--- src/rtl/ped_request_conditioner.sv ---
`default_nettype none
// ============================================================================
// Module   : ped_request_conditioner
// Purpose  : Pedestrian button front-end. Synchronises and debounces the raw
//            NS/EW crosswalk buttons, turns each accepted press into a latched
//            request level held until the matching red light is seen, and
//            keeps a saturating count of accepted requests per direction.
// Revision : 1.0 - initial release
// ============================================================================
module ped_request_conditioner #(
    parameter int CLK_FREQ    = 50000000,
    parameter int DEBOUNCE_MS = 20,
    parameter int CNT_W       = 8
) (
    input  logic             clk,
    input  logic             rst,
    input  logic             btn_NS_raw,
    input  logic             btn_EW_raw,
    input  logic             NS_red,
    input  logic             EW_red,
    output logic             btn_NS_clean,
    output logic             btn_EW_clean,
    output logic             press_NS,
    output logic             press_EW,
    output logic             ped_NS,
    output logic             ped_EW,
    output logic [CNT_W-1:0] req_cnt_NS,
    output logic [CNT_W-1:0] req_cnt_EW
);

    localparam int DEBOUNCE_CYCLES = (CLK_FREQ / 1000) * DEBOUNCE_MS;
    localparam int DB_W            = $clog2(DEBOUNCE_CYCLES + 1);

    localparam logic [DB_W-1:0]  c_db_zero = '0;
    localparam logic [DB_W-1:0]  c_db_one  = DB_W'(1);
    localparam logic [DB_W-1:0]  c_db_last = DB_W'(DEBOUNCE_CYCLES - 1);
    localparam logic [CNT_W-1:0] c_cnt_one = CNT_W'(1);
    localparam logic [CNT_W-1:0] c_cnt_max = {CNT_W{1'b1}};

    localparam logic [1:0] S_IDLE    = 2'd0;
    localparam logic [1:0] S_RISE    = 2'd1;
    localparam logic [1:0] S_PRESSED = 2'd2;
    localparam logic [1:0] S_FALL    = 2'd3;

    // Bit order: [0] NS button, [1] EW button, [2] NS red, [3] EW red
    logic [3:0] w_async_in;
    logic [3:0] r_sync_meta;
    logic [3:0] r_sync;

    logic [1:0]       w_clean_bus;
    logic [1:0]       w_press_bus;
    logic [1:0]       w_ped_bus;
    logic [CNT_W-1:0] w_req_cnt_bus [2];

    assign w_async_in = {EW_red, NS_red, btn_EW_raw, btn_NS_raw};

    // Two-flop synchroniser for every asynchronous input; only r_sync is used
    always_ff @(posedge clk or posedge rst) begin
        if (rst) begin
            r_sync_meta <= 4'b0000;
            r_sync      <= 4'b0000;
        end else begin
            r_sync_meta <= w_async_in;
            r_sync      <= r_sync_meta;
        end
    end

    // Channel 0 is NS, channel 1 is EW; both are identical and independent
    for (genvar ch = 0; ch < 2; ch++) begin : g_chan
        logic             w_btn_s;
        logic             w_red_s;
        logic [1:0]       r_state;
        logic [1:0]       w_state_nxt;
        logic [DB_W-1:0]  r_cnt;
        logic [DB_W-1:0]  w_cnt_nxt;
        logic             r_clean;
        logic             r_press;
        logic             w_clean_nxt;
        logic             w_press_nxt;
        logic             r_ped;
        logic [CNT_W-1:0] r_req_cnt;

        assign w_btn_s = r_sync[ch];
        assign w_red_s = r_sync[ch+2];

        // Debounce state, stable-time counter and the registered clean/press outputs
        always_ff @(posedge clk or posedge rst) begin
            if (rst) begin
                r_state <= S_IDLE;
                r_cnt   <= c_db_zero;
                r_clean <= 1'b0;
                r_press <= 1'b0;
            end else begin
                r_state <= w_state_nxt;
                r_cnt   <= w_cnt_nxt;
                r_clean <= w_clean_nxt;
                r_press <= w_press_nxt;
            end
        end

        // Next-state logic: a level change must persist DEBOUNCE_CYCLES synced cycles
        always_comb begin
            w_state_nxt = r_state;
            w_cnt_nxt   = r_cnt;
            case (r_state)
                S_IDLE: begin
                    if (w_btn_s) begin
                        if (DEBOUNCE_CYCLES == 1) begin
                            w_state_nxt = S_PRESSED;
                            w_cnt_nxt   = c_db_zero;
                        end else begin
                            w_state_nxt = S_RISE;
                            w_cnt_nxt   = c_db_one;
                        end
                    end
                end
                S_RISE: begin
                    if (!w_btn_s) begin
                        w_state_nxt = S_IDLE;
                        w_cnt_nxt   = c_db_zero;
                    end else if (r_cnt == c_db_last) begin
                        w_state_nxt = S_PRESSED;
                        w_cnt_nxt   = c_db_zero;
                    end else begin
                        w_cnt_nxt   = r_cnt + c_db_one;
                    end
                end
                S_PRESSED: begin
                    if (!w_btn_s) begin
                        if (DEBOUNCE_CYCLES == 1) begin
                            w_state_nxt = S_IDLE;
                            w_cnt_nxt   = c_db_zero;
                        end else begin
                            w_state_nxt = S_FALL;
                            w_cnt_nxt   = c_db_one;
                        end
                    end
                end
                S_FALL: begin
                    if (w_btn_s) begin
                        w_state_nxt = S_PRESSED;
                        w_cnt_nxt   = c_db_zero;
                    end else if (r_cnt == c_db_last) begin
                        w_state_nxt = S_IDLE;
                        w_cnt_nxt   = c_db_zero;
                    end else begin
                        w_cnt_nxt   = r_cnt + c_db_one;
                    end
                end
                default: begin
                    w_state_nxt = S_IDLE;
                    w_cnt_nxt   = c_db_zero;
                end
            endcase
        end

        // Output decode from the next state so clean and press register on the same edge
        always_comb begin
            w_clean_nxt = (w_state_nxt == S_PRESSED) || (w_state_nxt == S_FALL);
            w_press_nxt = w_clean_nxt && !r_clean;
        end

        // Request latch: a served (red) direction clears and blocks acceptance that edge
        always_ff @(posedge clk or posedge rst) begin
            if (rst) begin
                r_ped     <= 1'b0;
                r_req_cnt <= '0;
            end else if (w_red_s) begin
                r_ped     <= 1'b0;
            end else if (r_press && !r_ped) begin
                r_ped     <= 1'b1;
                if (r_req_cnt != c_cnt_max) begin
                    r_req_cnt <= r_req_cnt + c_cnt_one;
                end
            end
        end

        assign w_clean_bus[ch]   = r_clean;
        assign w_press_bus[ch]   = r_press;
        assign w_ped_bus[ch]     = r_ped;
        assign w_req_cnt_bus[ch] = r_req_cnt;
    end

    assign btn_NS_clean = w_clean_bus[0];
    assign btn_EW_clean = w_clean_bus[1];
    assign press_NS     = w_press_bus[0];
    assign press_EW     = w_press_bus[1];
    assign ped_NS       = w_ped_bus[0];
    assign ped_EW       = w_ped_bus[1];
    assign req_cnt_NS   = w_req_cnt_bus[0];
    assign req_cnt_EW   = w_req_cnt_bus[1];

endmodule
`default_nettype wire
--- config.mk ---
export PLATFORM = sky130hd
export DESIGN_NAME = ped_request_conditioner
export DESIGN_NICKNAME = d
export VERILOG_FILES = /design/src/rtl/ped_request_conditioner.sv
export SDC_FILE = /design/constraint.sdc
export NUM_CORES = 1
export LEC_CHECK = 0
export BUFFER_PORTS_ARGS = -buffer_cell sky130_fd_sc_hd__buf_2
export CORE_MARGIN = 2
export CORE_UTILIZATION = 30
export DETAILED_ROUTE_END_ITERATION = 8
export PLACE_DENSITY = 0.51
export SETUP_SLACK_MARGIN = 0.3
export SLEW_MARGIN = 20
export SYNTH_ARGS = -nofsm -noshare
export SYNTH_HDL_FRONTEND = slang
export SYNTH_SLANG_ARGS = --single-unit
--- constraint.sdc ---
create_clock -name clk -period 6 [get_ports clk]
set_input_delay 1.2 -clock clk [delete_from_list [all_inputs] [get_ports clk]]
set_output_delay 1.2 -clock clk [all_outputs]
set_load 0.1 [all_outputs]
==> results of run 1 <==
synthesized netlist by cell type (all sizes together):
| cell | instances |
|---|---|
| nand3 | 19 |
| a21o | 1 |
| xor2 | 11 |
| o21a | 1 |
| ha | 4 |
| a22o | 3 |
| xnor2 | 23 |
| and4 | 6 |
| o311ai | 1 |
| nor2b | 1 |
| or4b | 1 |
| or3 | 5 |
| a311oi | 1 |
| nand2b | 4 |
| dfrtp | 74 |
| or4 | 5 |
| buf | 4 |
| nor2 | 42 |
| a31oi | 3 |
| and3 | 5 |
| o2111ai | 1 |
| nand2 | 33 |
| clkbuf | 3 |
| a21oi | 12 |
| or2 | 2 |
| o211ai | 5 |
| inv | 8 |
| nor4 | 5 |
| or4bb | 1 |
| nor3 | 8 |
| o31ai | 2 |
| mux2 | 6 |
| o21ai | 17 |
| or3b | 1 |
| o211a | 1 |
| mux2i | 3 |
| a41oi | 1 |
| nand4bb | 1 |
| and2 | 4 |
| nor4b | 1 |
| nand4 | 14 |
metrics by stage:
stage	total power [mW]	cell area [µm²]
after floorplan	0.550	3540
after global placement	0.562	3830
after detailed placement	0.562	3830
after CTS	1.05	4080
after global routing	1.08	4090
final	1.03	4090
path summary, 6_finish.rpt:
path / from / endpoint / slack, ns / depth (start not counted)
min in group asynchronous: rst / req_cnt_NS[3] / 1.15 / 3
max in group asynchronous: rst / req_cnt_EW[0] / 4.23 / 3
max reg2reg: g_chan[1].r_cnt[10] / g_chan[1].r_cnt[10] / 3.73 / 5
max: req_cnt_EW[2] / req_cnt_EW[2] / 3.57 / 1
min: r_sync_meta[0] / r_sync[0] / 0.35 / 0
min reg2reg: r_sync_meta[0] / r_sync[0] / 0.35 / 0
logic make-up after synthesis:
group                      share of synthesized area, %
and+or+nand+nor                                    24.3
muxes                                              3.07
AOI/OAI and AO/OA                                  8.65
xor gates and xnor gates                           8.41
buffers and inverters                              1.91
DFF                                                52.3
adders and majority gates                          1.41
layer usage:
layer | vias to the layer above | wire (µm) | track usage [%]
li1 | 1286 | - | -
met5 | - | 0 | 0
met2 | 32 | 3170 | 17.7
met3 | 9 | 305 | 4.32
met4 | 0 | 120 | 4.47
met1 | 1259 | 3160 | 14.9
cell type report:
cell class | instances | area [µm²]
clock inverter | 2 | 13.8
timing repair buffer | 28 | 143
inverter | 8 | 30.0
multi-input combinational | 254 | 1630
clock buffer | 14 | 244
fill | 1134 | 7380
tap | 143 | 179
sequential | 74 | 1850
registers in the layout, summed over array words and instances (netlist names):
| name | flops |
|---|---|
| press_NS | 1 |
| req_cnt_EW | 8 |
| req_cnt_NS | 8 |
| r_sync_meta | 4 |
| r_sync | 4 |
| g_chan.r_cnt | 40 |
| g_chan.r_state | 4 |
| ped_EW | 1 |
| btn_EW_clean | 1 |
| btn_NS_clean | 1 |
| press_EW | 1 |
| ped_NS | 1 |
cell usage in the layout (no fill, tap or decap), drive strengths merged, types with 2 or more instances in the layout:
cell type	count
nor4	5
and2	4
and4	6
o211ai	5
nand2b	4
and3	5
a21oi	12
mux2	6
or4	5
inv	8
clkbuf	14
o31ai	2
nor3	8
mux2i	3
o21ai	17
a22o	3
xnor2	23
nor2	42
nand2	33
buf	28
nand3	19
ha	4
clkinv	2
a31oi	3
or3	5
dfrtp	74
or2	2
xor2	11
nand4	14
where the power goes:
group	leakage [nW]	internal [mW]	switching, mW
clock	0.125	0.280	0.193
sequential	1.00	0.507	0.00865
combinational	0.671	0.0106	0.0256
total	1.80	0.798	0.228
==> results.txt, run 1 <==
----------------------------------------------------
[Timing]
  Worst-case setup margin in the final layout ... 3.57 ns
  Setup repair after global routing missed its margin ... no
  Final worst path period share ... 40.5%
  Final period demand of the worst path ... roughly 2.4 ns
  Count of endpoints failing hold in the final timing report ... 0
  Headroom to the max-slew limit ... 33.6%
  Setup_tns ... 0 ns
  Clk_skew ... 0.00235 ns
  Slew Limit Fails ... 0
  Worst hold slack after final layout ... 0.347 ns
  Slew of the pin with the lowest slew margin ... 0.993 ns
  Peak Freq ... 411 MHz
  Final count of negative-setup-slack endpoints ... 0

[Final layout]
  Layout Utilization ... 35.7%
  Total inserted antenna cells ... 0
  Fraction of layout cells with a size suffix above 1 ... 15.5%
  Number of nets at the end of the flow ... 385
  Syn-to-layout area delta ... 15.5%
  Count of non-filler cells in the finished layout ... 523

[Setup path]
  Buffer and inverter count on the worst path ... 1
  Startpoint-to-endpoint class of the critical path ... flop to output pin
  Chain of cells forming the critical path ... buf_2
  Largest fanout on the critical path ... 6
  Setup crit start kind ... flop
  Cell family with most CP delay ... buffers and inverters
  Data arrival time of the critical path ... 1.23 ns
  Slowest CP cell ... buf_2
  Type of destination of the critical path ... output pin
  Crit path largest cell delay ... approximately 0.47 ns
  Data required time at the worst endpoint ... 4.80 ns

[Die]
  Die ar. ... 12700 µm²
  Die span in y ... 113 µm
  Site Rows ... 39
  Die outline width ... 113 µm
  Initial standard-cell utilization of the core ... 30.9%
  I/O pin total ... 28
  Area inside the core boundary ... 11500 µm²

[Synthesis]
  Synthesized area divided by synthesized cell count ... 10.3 µm²
  Cell type contributing the most total cell area after synthesis ... dfrtp_1
  Number of distinct library cell variants in the gate-level netlist after synthesis ... 50
  Ys Warns ... 0
  Count of state elements after synthesis ... 74
  Syn Std Cell Area ... 3540 µm²
  Post-synthesis sequential area ratio ... 52.3%
  Top-area cell type share of the netlist area ... 52.3%
  Net count after synthesis ... ~350
  Top cells by area, synth ... dfrtp_1 52%, xnor2_1 5.7%, nor2_1 4.5%
  Syn Inst Count ... 343

[Placed design]
  Placed cells ... 507
  Post-place setup slack ... ~3.6 ns
  Final Wtd Congestion ... between 0.8 and 0.9
  Placed wire-length estimate ... 4590 µm
  Count of port buffers added during placement ... 27

[Clock network]
  Hold buffer count at cts ... 0
  Clock tree from TritonCTS ... built
  Worst skew pair latency ... 0.33 ns
  Worst-case clock buffer depth ... 2
  Number of buffers created by CTS ... 9
  Clock tree root driver cell ... clkbuf_16
  Resize count post-CTS ... 0
  H-tree depth reported by CTS ... 3
  Clock-pin slew on the worst setup and hold paths ... 0.05 ns
  Sinks on Clock Net ... 74
  Post-CTS setup repair buffer count ... 0

[Global routing]
  Largest net degree at the start of global routing ... 75
  Initial antenna violation count ... 0
  GRT overflow ... 0
  Vias in the first global route ... roughly 2500
  Global-route wire length before repair ... 11800 µm
  Global-route total usage across every layer ... 11.6%

[Drt]
  Via-to-Cell Ratio ... between 4 and 5
  Number of vias in the routed layout ... 2586
  DR pass1 iterations ... 5
  Number of routed nets with antenna violations ... 0
  Post-detailed-route wirelength per cell ... 12.9 µm
  Aggregate routed wire length ... 6760 µm
  Remaining design rule violation count ... 0
  Iteration-0 DRC count of the detailed router ... about 140

[Pwr]
  Worst VDD drop ... 0.000137 V
  Leakage power summed over all cells ... 1.80 nW
  Power per Cell Area ... roughly 250 nW/µm²

[Run]
  Maximum capacitance violations ... 0

[Hold path]
  Class of the worst hold path ... flop to flop

[Outcome]
  Result of the run ... finished, final reports clean

----------------------------------------------------
(Power assumes the default switching activity.)
==> run 2: changes to the inputs <==
- clock period: 6 -> 2.3 ns (I/O delays scaled with it)
==> results.txt, run 2 (same netlist as run 1, synthesis figures left out) <==
----------------------------------------------------
[Setup path]
  Startpoint-to-endpoint class of the critical path ... flop to flop
  Data required time at the worst endpoint ... around 2.5 ns
  Slowest CP cell ... or4_4
  Data arrival time of the critical path ... 2.17 ns
  Chain of cells forming the critical path ... or4_4 > nor4_4 > and2_4 > nand2_4 > mux2_4
  Crit path largest cell delay ... 0.51 ns
  Type of destination of the critical path ... flop
  Setup crit start kind ... flop
  Worst Reg2Reg Path Length in Cells ... 5
  Largest fanout on the critical path ... 5

[Hold path]
  Class of the worst hold path ... input pin to asynchronous set/reset pin

[Pwr]
  Internal power summed over all cells ... 2.15 mW
  Worst VDD drop ... 0.000412 V
  Leakage power summed over all cells ... 1.86 nW
  Sequential share of power ... 48.6%
  Sw Ratio ... between 20% and 30%
  Power per Cell Area ... 641 nW/µm²
  NetSw ... 0.621 mW
  Clock share of power ... 47.4%
  Combinational fraction of design power ... 4.0%

[Placed design]
  Placed wire-length estimate ... ~5000 µm
  Count of port buffers added during placement ... 27
  Final Wtd Congestion ... between 0.7 and 0.8
  Placed Area ... about 4000 µm²

[Clock network]
  H-tree depth reported by CTS ... 3
  Worst-case clock buffer depth ... 2
  Clock tree from TritonCTS ... built
  Number of buffers created by CTS ... 9
  Worst skew pair latency ... 0.33 ns
  Sinks on Clock Net ... 74
  Hold buffer count at cts ... 0
  Clock-pin slew on the worst setup and hold paths ... 0.06 ns
  Clock tree root driver cell ... clkbuf_16

[Timing]
  Final count of negative-setup-slack endpoints ... 0
  Final period demand of the worst path ... 1.95 ns
  Clk_skew ... 0.00751 ns
  Peak Freq ... 514 MHz
  Final worst path period share ... 84.6%
  Setup_tns ... 0 ns
  Headroom to the max-slew limit ... 57.7%
  Setup repair after global routing missed its margin ... yes
  Count of endpoints failing hold in the final timing report ... 0
  Slew of the pin with the lowest slew margin ... 0.633 ns
  Slew Limit Fails ... 0

[Drt]
  DR pass1 iterations ... 4
  Number of vias in the routed layout ... 2656
  WL met1 ... 3330 µm
  Detail Route met2 WL ... around 3200 µm
  DR top layer ... met4
  Iteration-0 DRC count of the detailed router ... between 100 and 150
  Post-detailed-route wirelength per cell ... 12.9 µm
  Number of routed nets with antenna violations ... 0
  Detail Route met3 WL ... slightly below 300 µm
  Via-to-Cell Ratio ... 4.93
  Aggregate routed wire length ... 6980 µm
  Remaining design rule violation count ... 0

[Final layout]
  Area of all placed cells without fillers ... 4330 µm²
  Max FFs per register ... 40
  Most common cell after layout, fill and taps aside ... dfrtp_1
  Fraction of layout cells with a size suffix above 1 ... around a quarter
  Number of nets at the end of the flow ... 401
  Total inserted antenna cells ... 0
  Highest-count cells in the layout ignoring fill and taps ... 55 x dfrtp_1, 40 x nor2_1, 32 x nand2_1
  Syn-to-layout area delta ... 22.1%
  Register containing the most flip-flops in the final layout ... g_chan.r_cnt

[Die]
  Die outline width ... 113 µm
  Initial standard-cell utilization of the core ... a little under a third
  Area inside the core boundary ... 11500 µm²
  Die ar. ... about 13000 µm²
  I/O pin total ... 28
  Die span in y ... roughly 110 µm
  Site Rows ... 39

[Global routing]
  Vias in the first global route ... 2455
  Global-route total usage across every layer ... 11.7%
  Largest net degree at the start of global routing ... 29
  GRT overflow ... 0
  Global-route wire length before repair ... 11900 µm
  Initial antenna violation count ... 0

[Run]
  Maximum capacitance violations ... 0

[Outcome]
  Result of the run ... finished, final reports clean

----------------------------------------------------
==> run 2: worst max-delay path: cells and delay by family (launching register included) <==
| family | cells | cell delay, ns |
|---|---|---|
| DFF | 1 | 0.42 |
| and+or+nand+nor | 4 | 1.10 |
| muxes | 1 | 0.31 |
==> run 2: power groups by stage <==
stage | sequential (mW) | clock (mW) | combinational [mW]
detailed placement | 1.37 | 0 | 0.112
global placement | 1.37 | 0 | 0.112
global route | 1.35 | 1.44 | 0.130
CTS | 1.34 | 1.37 | 0.115
floorplan | 1.36 | 0 | 0.0752
finish | 1.35 | 1.31 | 0.111
==> run 2: final timing paths <==
| check | endpoint | from | slack (ns) |
|---|---|---|---|
| max reg2reg | g_chan[1].r_state[1] | g_chan[1].r_cnt[12] | 0.35 |
| max | g_chan[1].r_state[1] | g_chan[1].r_cnt[12] | 0.35 |
| min | req_cnt_NS[7] | rst | 0.21 |
| min reg2reg | r_sync[0] | r_sync_meta[0] | 0.35 |
| max in group asynchronous | g_chan[0].r_cnt[13] | rst | 1.52 |
| min in group clk | r_sync_meta[2] | NS_red | 0.23 |
==> run 2: what timing repair did <==
action,4_1_cts,5_1_grt
endpoints found under the hold margin,0,0
pin swaps,1,2
gates resized for setup,5,10
setup endpoints to repair,18,19
buffers inserted,1,6
==> run 2: cell type report <==
type	count	area (µm²)
Clock buffer	12	256
Sequential cell	74	1880
Multi-Input combinational cell	254	1670
Fill cell	1133	7140
Tap cell	143	179
Clock inverter	4	27.5
Inverter	8	33.8
Timing Repair Buffer	44	275
==> run 2: metrics by stage <==
step           util, %  total power, mW  worst slack [ns]  instances  hold WS [ns]
3_5_place_dp      34.4             1.48            0.0790        516         0.336
5_1_grt           37.7             2.92             0.280        539         0.207
6_report          37.7             2.77             0.353        539         0.208
4_1_cts           37.1             2.83             0.305        533         0.212
3_3_place_gp      34.4             1.48             0.130        516         0.335
2_1_floorplan        -             1.44             0.322        343         0.331
==> run 2: layer usage <==
metal	global-route usage (%)	up-vias
met4	4.31	0
li1	-	1323
met2	17.8	49
met3	4.91	11
met5	0	-
met1	15.0	1273
